--- config.mk ---
export PLATFORM = sky130hd
export DESIGN_NAME = alu_share_arbiter_flat
export DESIGN_NICKNAME = d
export VERILOG_FILES = /design/src/rtl/alu_share_arbiter_pkg.sv /design/src/rtl/alu_share_if.sv /design/src/rtl/alu_share_arbiter_alu.sv /design/src/rtl/alu_share_arbiter.sv /design/src/flat_wrapper.sv
export SDC_FILE = /design/constraint.sdc
export NUM_CORES = 1
export LEC_CHECK = 0
export BUFFER_PORTS_ARGS = -buffer_cell sky130_fd_sc_hd__buf_2
export CORE_UTILIZATION = 63
export DETAILED_ROUTE_END_ITERATION = 8
export PLACE_DENSITY = 0.95
export SLEW_MARGIN = 15
export SYNTH_ARGS = -nofsm -noshare
export SYNTH_HDL_FRONTEND = slang
export SYNTH_HIERARCHICAL = 1
export SYNTH_SLANG_ARGS = --single-unit
export TNS_END_PERCENT = 1
--- constraint.sdc ---
create_clock -name clk -period 12.57 [get_ports clk]
set_input_delay 3.771 -clock clk [delete_from_list [all_inputs] [get_ports clk]]
set_output_delay 3.771 -clock clk [all_outputs]
set_load 0.03 [all_outputs]
--- src/rtl/alu_share_arbiter_pkg.sv ---
// Shared encodings for the execute-stage shared ALU: function selects,
// condition-code bit positions, CC reset value and arbiter FSM states.
package alu_share_arbiter_pkg;

    localparam logic [1:0] FN_ADD = 2'd0;
    localparam logic [1:0] FN_SUB = 2'd1;
    localparam logic [1:0] FN_AND = 2'd2;
    localparam logic [1:0] FN_XOR = 2'd3;

    localparam int CC_ZF = 0;
    localparam int CC_SF = 1;
    localparam int CC_OF = 2;

    // ZF set out of reset so a branch before any flag-setting op sees "equal"
    localparam logic [2:0] CC_RESET = 3'b001;

    localparam logic [0:0] ST_IDLE = 1'b0;
    localparam logic [0:0] ST_EXEC = 1'b1;

endpackage

--- src/rtl/alu_share_if.sv ---
// Two-requester valid/ready request bus plus the registered response and CC view.
// master = requester side (bench / execute stage), slave = the shared ALU arbiter.
interface alu_share_if #(
    parameter int WIDTH = 64,
    parameter int FN_W  = 2
);
    logic             req0_valid;
    logic             req0_ready;
    logic [FN_W-1:0]  req0_fn;
    logic [WIDTH-1:0] req0_a;
    logic [WIDTH-1:0] req0_b;
    logic             req0_set_cc;

    logic             req1_valid;
    logic             req1_ready;
    logic [FN_W-1:0]  req1_fn;
    logic [WIDTH-1:0] req1_a;
    logic [WIDTH-1:0] req1_b;
    logic             req1_set_cc;

    logic             rsp_valid;
    logic             rsp_id;
    logic [WIDTH-1:0] rsp_data;
    logic [2:0]       cc;

    modport master (
        output req0_valid, req0_fn, req0_a, req0_b, req0_set_cc,
        output req1_valid, req1_fn, req1_a, req1_b, req1_set_cc,
        input  req0_ready, req1_ready,
        input  rsp_valid, rsp_id, rsp_data, cc
    );

    modport slave (
        input  req0_valid, req0_fn, req0_a, req0_b, req0_set_cc,
        input  req1_valid, req1_fn, req1_a, req1_b, req1_set_cc,
        output req0_ready, req1_ready,
        output rsp_valid, rsp_id, rsp_data, cc
    );

endinterface

--- src/rtl/alu_share_arbiter_alu.sv ---
// Combinational add/sub/and/xor ALU with {OF,SF,ZF} flags; sub computes b-a.
// Latency: none (pure combinational).
// Backpressure: none; result is valid whenever inputs are.
module alu_64bit
    import alu_share_arbiter_pkg::*;
#(
    parameter int WIDTH = 64,
    parameter int FN_W  = 2
) (
    input  logic [FN_W-1:0]  fn,
    input  logic [WIDTH-1:0] a,
    input  logic [WIDTH-1:0] b,
    output logic [WIDTH-1:0] out,
    output logic [2:0]       flags
);
    localparam int MSB = WIDTH - 1;

    logic of;

    always_comb begin
        out = '0;
        of  = 1'b0;
        case (fn)
            FN_ADD: begin
                out = a + b;
                of  = (a[MSB] == b[MSB]) && (out[MSB] != a[MSB]);
            end
            FN_SUB: begin
                // Y86 order: b is the destination, a is subtracted from it
                out = b - a;
                of  = (a[MSB] != b[MSB]) && (out[MSB] != b[MSB]);
            end
            FN_AND: out = a & b;
            default: out = a ^ b;
        endcase

        flags        = '0;
        flags[CC_OF] = of;
        flags[CC_SF] = out[MSB];
        flags[CC_ZF] = (out == '0);
    end

endmodule

--- src/rtl/alu_share_arbiter.sv ---
// Round-robin share of one ALU between two requesters; owns the {OF,SF,ZF} register.
// Latency: accept on edge N, registered rsp_valid/rsp_data after edge N+1.
// Backpressure: ready only in IDLE for the granted requester; one op in flight.
module alu_share_arbiter
    import alu_share_arbiter_pkg::*;
#(
    parameter int WIDTH = 64,
    parameter int FN_W  = 2
) (
    input  logic       clk,
    input  logic       rst,
    alu_share_if.slave bus
);
    typedef struct packed {
        logic [FN_W-1:0]  fn;
        logic [WIDTH-1:0] a;
        logic [WIDTH-1:0] b;
        logic             set_cc;
        logic             id;
    } op_t;

    logic [0:0]       state;
    logic             last_grant;
    logic             grant_vld;
    logic             grant_id;
    op_t              op_sel;
    op_t              op_q;

    logic [WIDTH-1:0] alu_out;
    logic [2:0]       alu_flags;

    logic             rsp_valid_q;
    logic             rsp_id_q;
    logic [WIDTH-1:0] rsp_data_q;
    logic [2:0]       cc_q;

    // Ties go to whoever did not win last time; a lone requester always wins.
    always_comb begin
        grant_vld = (state == ST_IDLE) && (bus.req0_valid || bus.req1_valid);
        grant_id  = (bus.req0_valid && bus.req1_valid) ? ~last_grant : bus.req1_valid;

        op_sel.fn     = grant_id ? bus.req1_fn     : bus.req0_fn;
        op_sel.a      = grant_id ? bus.req1_a      : bus.req0_a;
        op_sel.b      = grant_id ? bus.req1_b      : bus.req0_b;
        op_sel.set_cc = grant_id ? bus.req1_set_cc : bus.req0_set_cc;
        op_sel.id     = grant_id;
    end

    assign bus.req0_ready = grant_vld && !grant_id;
    assign bus.req1_ready = grant_vld &&  grant_id;

    alu_64bit #(
        .WIDTH (WIDTH),
        .FN_W  (FN_W)
    ) u_alu (
        .fn    (op_q.fn),
        .a     (op_q.a),
        .b     (op_q.b),
        .out   (alu_out),
        .flags (alu_flags)
    );

    always_ff @(posedge clk or posedge rst) begin
        if (rst) begin
            state       <= ST_IDLE;
            last_grant  <= 1'b1;
            op_q        <= '0;
            rsp_valid_q <= 1'b0;
            rsp_id_q    <= 1'b0;
            rsp_data_q  <= '0;
            cc_q        <= CC_RESET;
        end else begin
            rsp_valid_q <= 1'b0;
            case (state)
                ST_IDLE: begin
                    if (grant_vld) begin
                        op_q       <= op_sel;
                        last_grant <= grant_id;
                        state      <= ST_EXEC;
                    end
                end
                ST_EXEC: begin
                    rsp_data_q  <= alu_out;
                    rsp_id_q    <= op_q.id;
                    rsp_valid_q <= 1'b1;
                    if (op_q.set_cc) begin
                        cc_q <= alu_flags;
                    end
                    state <= ST_IDLE;
                end
                default: state <= ST_IDLE;
            endcase
        end
    end

    assign bus.rsp_valid = rsp_valid_q;
    assign bus.rsp_id    = rsp_id_q;
    assign bus.rsp_data  = rsp_data_q;
    assign bus.cc        = cc_q;

endmodule

--- src/flat_wrapper.sv ---
// flat-port wrapper written by rule: the top's interface ports become plain ports
module alu_share_arbiter_flat import alu_share_arbiter_pkg::*;
#(
    parameter int WIDTH = 64,
    parameter int FN_W  = 2
)
  (clk, rst, bus_req0_valid, bus_req0_fn, bus_req0_a, bus_req0_b, bus_req0_set_cc, bus_req1_valid, bus_req1_fn, bus_req1_a, bus_req1_b, bus_req1_set_cc, bus_req0_ready, bus_req1_ready, bus_rsp_valid, bus_rsp_id, bus_rsp_data, bus_cc);
  alu_share_if #(.WIDTH(WIDTH), .FN_W(FN_W)) bus_i ();
  input  logic clk;
  input  logic rst;
  input wire logic [$bits(bus_i.req0_valid)-1:0] bus_req0_valid;
  input wire logic [$bits(bus_i.req0_fn)-1:0] bus_req0_fn;
  input wire logic [$bits(bus_i.req0_a)-1:0] bus_req0_a;
  input wire logic [$bits(bus_i.req0_b)-1:0] bus_req0_b;
  input wire logic [$bits(bus_i.req0_set_cc)-1:0] bus_req0_set_cc;
  input wire logic [$bits(bus_i.req1_valid)-1:0] bus_req1_valid;
  input wire logic [$bits(bus_i.req1_fn)-1:0] bus_req1_fn;
  input wire logic [$bits(bus_i.req1_a)-1:0] bus_req1_a;
  input wire logic [$bits(bus_i.req1_b)-1:0] bus_req1_b;
  input wire logic [$bits(bus_i.req1_set_cc)-1:0] bus_req1_set_cc;
  output wire logic [$bits(bus_i.req0_ready)-1:0] bus_req0_ready;
  output wire logic [$bits(bus_i.req1_ready)-1:0] bus_req1_ready;
  output wire logic [$bits(bus_i.rsp_valid)-1:0] bus_rsp_valid;
  output wire logic [$bits(bus_i.rsp_id)-1:0] bus_rsp_id;
  output wire logic [$bits(bus_i.rsp_data)-1:0] bus_rsp_data;
  output wire logic [$bits(bus_i.cc)-1:0] bus_cc;
  assign bus_i.req0_valid = bus_req0_valid;
  assign bus_i.req0_fn = bus_req0_fn;
  assign bus_i.req0_a = bus_req0_a;
  assign bus_i.req0_b = bus_req0_b;
  assign bus_i.req0_set_cc = bus_req0_set_cc;
  assign bus_i.req1_valid = bus_req1_valid;
  assign bus_i.req1_fn = bus_req1_fn;
  assign bus_i.req1_a = bus_req1_a;
  assign bus_i.req1_b = bus_req1_b;
  assign bus_i.req1_set_cc = bus_req1_set_cc;
  assign bus_req0_ready = bus_i.req0_ready;
  assign bus_req1_ready = bus_i.req1_ready;
  assign bus_rsp_valid = bus_i.rsp_valid;
  assign bus_rsp_id = bus_i.rsp_id;
  assign bus_rsp_data = bus_i.rsp_data;
  assign bus_cc = bus_i.cc;
  alu_share_arbiter #(.WIDTH(WIDTH), .FN_W(FN_W)) u_core (.clk(clk), .rst(rst), .bus(bus_i));
endmodule
# After elaboration in Yosys (flattened, before gate mapping)

Cells that the tools add are included.

Add/subtract/negate cells: 2
Multipliers: 0
Divide/modulo/power cells: 0
Order comparisons: 0
Equal/unequal tests: 6
Shift-type cells: 0
Mux-type cells: 10
Bitwise operators: 4
Reductions and logical operators: 12

Operators with widths:

| operator                                       | number |
|---|---|
| one-hot mux 64 bit (3 select lines)            | 1 |
| 2-to-1 mux 64 bit                              | 2 |
| adder 64 bit                                   | 1 |
| bitwise AND 64 bit                             | 1 |
| logical NOT 64 bit                             | 1 |
| subtractor 64 bit                              | 1 |
| bitwise XOR 64 bit                             | 1 |
| logical AND 1 bit                              | 6 |
| 2-to-1 mux 1 bit                               | 4 |
| one-hot mux 1 bit (2 select lines)             | 2 |
| AND reduction 2 bit                            | 2 |
| inequality test 1 bit                          | 3 |
| == test 2 x 1 -> 1 bit (second input constant) | 1 |
| == test 2 bit (second input constant)          | 1 |
| logical NOT 2 bit                              | 1 |
| 2-to-1 mux 2 bit                               | 1 |
| inverter 1 bit                                 | 2 |
| == test 1 bit                                  | 1 |
| logical NOT 1 bit                              | 1 |
| logical OR 1 bit                               | 1 |

Bits in registers: 203
Bits in latches: 0
Memory bits (writable): 0
ROM bits: 0
Input port bits: 266
Output and inout bits: 71
Word-level logic and storage cells: 45
Memories: 0

# Longest topological paths before layout

Word-level depth: 4
Depth in mapped cells: 18
Depth with buffers taken out: 18

# Modules after synthesis

Netlist, hierarchy kept.

Modules (own cells, without submodules):

| module            | times used | cells an instance | area each (um2) | sequential area each (um2) |
|---|---|---|---|---|
| alu_64bit         | 1          | 1673              | 10588.9         | 0.0 |
| alu_share_arbiter | 1          | 594               | 8350.5          | 5082.4 |

# Worst setup path after synthesis

OpenSTA, ideal clock, no wires.

Path type: input port to output port
From: input port bus_req1_valid
To: output port bus_req0_ready
Arrival time: 4563 ps
Data required time: 8799 ps
Slack: 4236 ps
Stages: 4
Path buffers: 2
Cells stage by stage: inv_2 > o211a_1 > buf_2 > clkbuf_1

Cells in the longest elaborated chain, start to end: 4
Elaborated cells on any way between the ends: 6
Those cells by class: 1 x mux; 5 x reduce/logical

RTL lines:

| element               | line                    | source |
|---|---|---|
| start, declared       | flat_wrapper.sv:16      | `input wire logic [$bits(bus_i.req1_valid)-1:0] bus_req1_valid;` |
| logical AND 1 bit     | alu_share_arbiter.sv:40 | `grant_id = (bus.req0_valid && bus.req1_valid) ? ~last_grant : bus.req1_valid;` |
| 2-to-1 mux 1 bit      | alu_share_arbiter.sv:40 |  |
| logical NOT 1 bit     | alu_share_arbiter.sv:49 | `assign bus.req0_ready = grant_vld && !grant_id;` |
| logical AND 1 bit (*) | alu_share_arbiter.sv:49 |  |
| end, declared         | flat_wrapper.sv:21      | `output wire logic [$bits(bus_i.req0_ready)-1:0] bus_req0_ready;` |

Mark *: on every way between the ends. The rest lies on a longest branch, timed or not.

# Final worst setup path

Same ends and word-level chain as after synthesis.

==> reports/metrics.yaml <==
status: "finished, final reports clean"
cts_max_level: 1
drt-vias-per-instance: 7.09
worst_setup_hold_path_clk_slew_ns: 0.06
postRouteAntennaNets: 0
min-delay-path-class: "reg2reg"
yosys-top-cells-area: "sky130_fd_sc_hd__dfrtp_1, sky130_fd_sc_hd__ha_1, sky130_fd_sc_hd__a221o_1, sky130_fd_sc_hd__and2_1, sky130_fd_sc_hd__a21oi_1"
grt_first_pass_wirelength_um: 110000
synth_largest_type_area_fraction_pct: 26.6
setup_total_negative_slack_ns: 0
yosys_most_used_dff: "sky130_fd_sc_hd__dfrtp_1"
xor_xnor_cell_area_share_of_the_yosys_netlist_pct: 1.57
netlist_instances: 2267
last_weighted_congestion_value_of_the_routability_driven_placer: 1.02
post-dp-hpwl_um: 51400
postCtsResizedCells: 0
cts-buffers-inserted: 23
antenna_cells_inserted: 0
die_height_um: 175
synth_top_family_by_area: "compound AO/OA/AOI/OAI gates"
timing.final.crit_share_pct: 69.6
ys_ff_latch: 203
route.final.wire_length_um: 71000
clk_latency_ns: 0.57
part_of_the_total_power_dissipated_in_combinational_logic_pct: 65.1
layout-drive-gt1-share_pct: 20.4
worstSetupPathType: "in2out"
boundaryPins: 337
synth.distinct_cells: 97
final_period_minus_worst_setup_slack_ns: 8.75
hold_viol_final: 0
grt_antenna_before_repair: 1
design.die.area_um2: 30800
synth_simple_gate_area_share_pct: 20.6
share_of_synthesized_cell_area_in_full_adder_half_adder_and_majority_cells_pct: 8.67
worstMarginPinSlew_ns: 1.07
synth_warnings: 6
detail_route.iter0.violations: 2910
grt_start_max_net_pins: 135
crit_path_end_kind: "primary output"
cts_tree: "built"
via_count: 20512
maxCapViolations: 0
worst_clock_skew_on_the_final_layout_ns: 0.0259
power.density_cell_area_nw_per_um2: 232
share_seq_of_total_power_pct: 21.3
syn_area_um2: 18900
postCtsSetupRepairBufs: 0
post_synth.cell_area_avg_um2: 8.35
p_switching_mw: 2.60
number_of_rows_created_at_floorplan: 63
cts_root_buffer: "sky130_fd_sc_hd__clkbuf_16"
dr.pass1.iters: 7
first_global_vias: 19617
crit_required_ns: 8.80
synth_enable_flop_cells: 0
final-setup-viol-count: 0
number_of_nets_at_the_end_of_the_flow: 2884
synth_cell_count_leaders: "sky130_fd_sc_hd__dfrtp_1, sky130_fd_sc_hd__a21oi_1, sky130_fd_sc_hd__nand2_1"
timing_max_transition_violations_final: 0
cp-start-kind: "input pin"
global_route.overflow_total: 0
track_usage_pct: 45.0
ys_async_sr_fraction_pct: 100
post_cts_hold_buffer_count: 0
place.port_buffers: 336
worst_slew_margin_rel_pct: 28.8
synth.yosys.seq_area_share_pct: 26.8
setup_repair_after_global_routing_missed_its_margin: "false"
post_dr_wirelength_cell_um: 24.5
area.growth.synth_to_final_pct: 12.2
synth_top_area_cell: "sky130_fd_sc_hd__dfrtp_1"
p_clk_share_pct: 13.6
switching_share_pct: 52.7
crit_path_max_fanout: 64
remaining_drc_errors: 0
synth-compound-area-share_pct: 30.0
design.core.area_um2: 29600
power.static_leakage_nw: 9.46
initial_core_utilization_pct: 63.9
fraction_of_synthesized_area_in_multiplexers_pct: 5.64
cts-root-to-sink-buffers: 3
syn-num-nets: 2663
die-width_um: 175
cts.sink_count: 203
synth_most_common_cell: "sky130_fd_sc_hd__dfrtp_1"
setup_ws_ns: 3.82
ir_drop_v: 0.000171
final_core_utilization_pct: 71.7
maxClockFrequency_mhz: 114
p_int_mw: 2.34
post-place-ws_ns: 3.85
critical_path_at_ns: 4.98
[metrics by stage]
step	power (mW)	hold WS (ns)	instance area, um^2	cells
finish	4.94	0.487	21300	2894
global route	5.16	0.526	21300	2894
CTS	4.80	0.488	21300	2894
detailed placement	4.10	0.471	20500	2853
global placement	4.03	0.456	20500	2853
floorplan	3.21	0.349	18900	2267
[state kept, by name, indices dropped and copies added, names as in the netlist]
name                  count
u_core/last_grant         1
u_core/bus.rsp_data      64
u_core/state              1
u_core/bus.cc             3
u_core/op_q             132
u_core/bus.rsp_valid      1
u_core/bus.rsp_id         1
[kinds of logic after synthesis]
logic type | Yosys count
adder cells (fa/ha/maj) | 130
buffers and inverters | 294
multiplexers | 96
XOR/XNOR | 34
flip-flops | 203
AO/OA/AOI/OAI | 761
AND/OR/NAND/NOR | 749
[final timing paths]
kind / start / to / slack [ns] / depth (start not counted)
setup reg to reg: u_core/op_q[131] / u_core/bus.cc[0] / 6.62 / 14
hold reg to reg: u_core/op_q[0] / u_core/op_q[0] / 0.49 / 1
hold / removal: u_core/op_q[0] / u_core/op_q[0] / 0.49 / 1
setup / recovery: bus_req1_valid / bus_req0_ready / 3.82 / 4
min in group asynchronous: rst / u_core/op_q[16] / 3.40 / 2
max in group asynchronous: rst / u_core/op_q[130] / 7.56 / 3
[placed cells by master (no fill, tap or decap), types with 92 or more instances in the layout]
master	netlist	layout
sky130_fd_sc_hd__nor2_1	141	140
sky130_fd_sc_hd__a21oi_1	172	172
sky130_fd_sc_hd__ha_1	128	128
sky130_fd_sc_hd__o21ai_0	92	92
sky130_fd_sc_hd__dfrtp_1	201	198
sky130_fd_sc_hd__nand2_1	163	163
sky130_fd_sc_hd__a221o_1	133	133
sky130_fd_sc_hd__and2_1	143	143
sky130_fd_sc_hd__inv_1	129	126
sky130_fd_sc_hd__buf_2	39	336
[final cells by class]
type | instances | area, um^2
clock inverter | 5 | 67.6
sequential | 203 | 5090
tap | 390 | 488
timing repair buffer | 356 | 1830
clock buffer | 36 | 664
fill | 2283 | 8380
multi-input combinational | 1770 | 12600
inverter | 134 | 513
[power groups by stage]
stage / sequential (mW) / combinational (mW) / clock [mW]
2_1_floorplan: 1.19 / 2.02 / 0
3_3_place_gp: 1.03 / 3.00 / 0
3_5_place_dp: 1.04 / 3.05 / 0
4_1_cts: 1.04 / 3.08 / 0.679
5_1_grt: 1.07 / 3.39 / 0.702
6_report: 1.05 / 3.21 / 0.674
[critical path, cell delays in order]
cell and delay [ns]:
sky130_fd_sc_hd__buf_2 0.13, sky130_fd_sc_hd__inv_2 0.09, sky130_fd_sc_hd__o211a_4 0.66, sky130_fd_sc_hd__buf_2 0.33
[per-layer routing]
layer	up-vias	global-route usage (%)	routed length, um
met5	-	0	13
met1	9777	60.7	28300
met4	2	17.8	3250
li1	9004	-	-
met3	254	7.88	7960
met2	1475	71.8	31500
(Power assumes the default switching activity.)
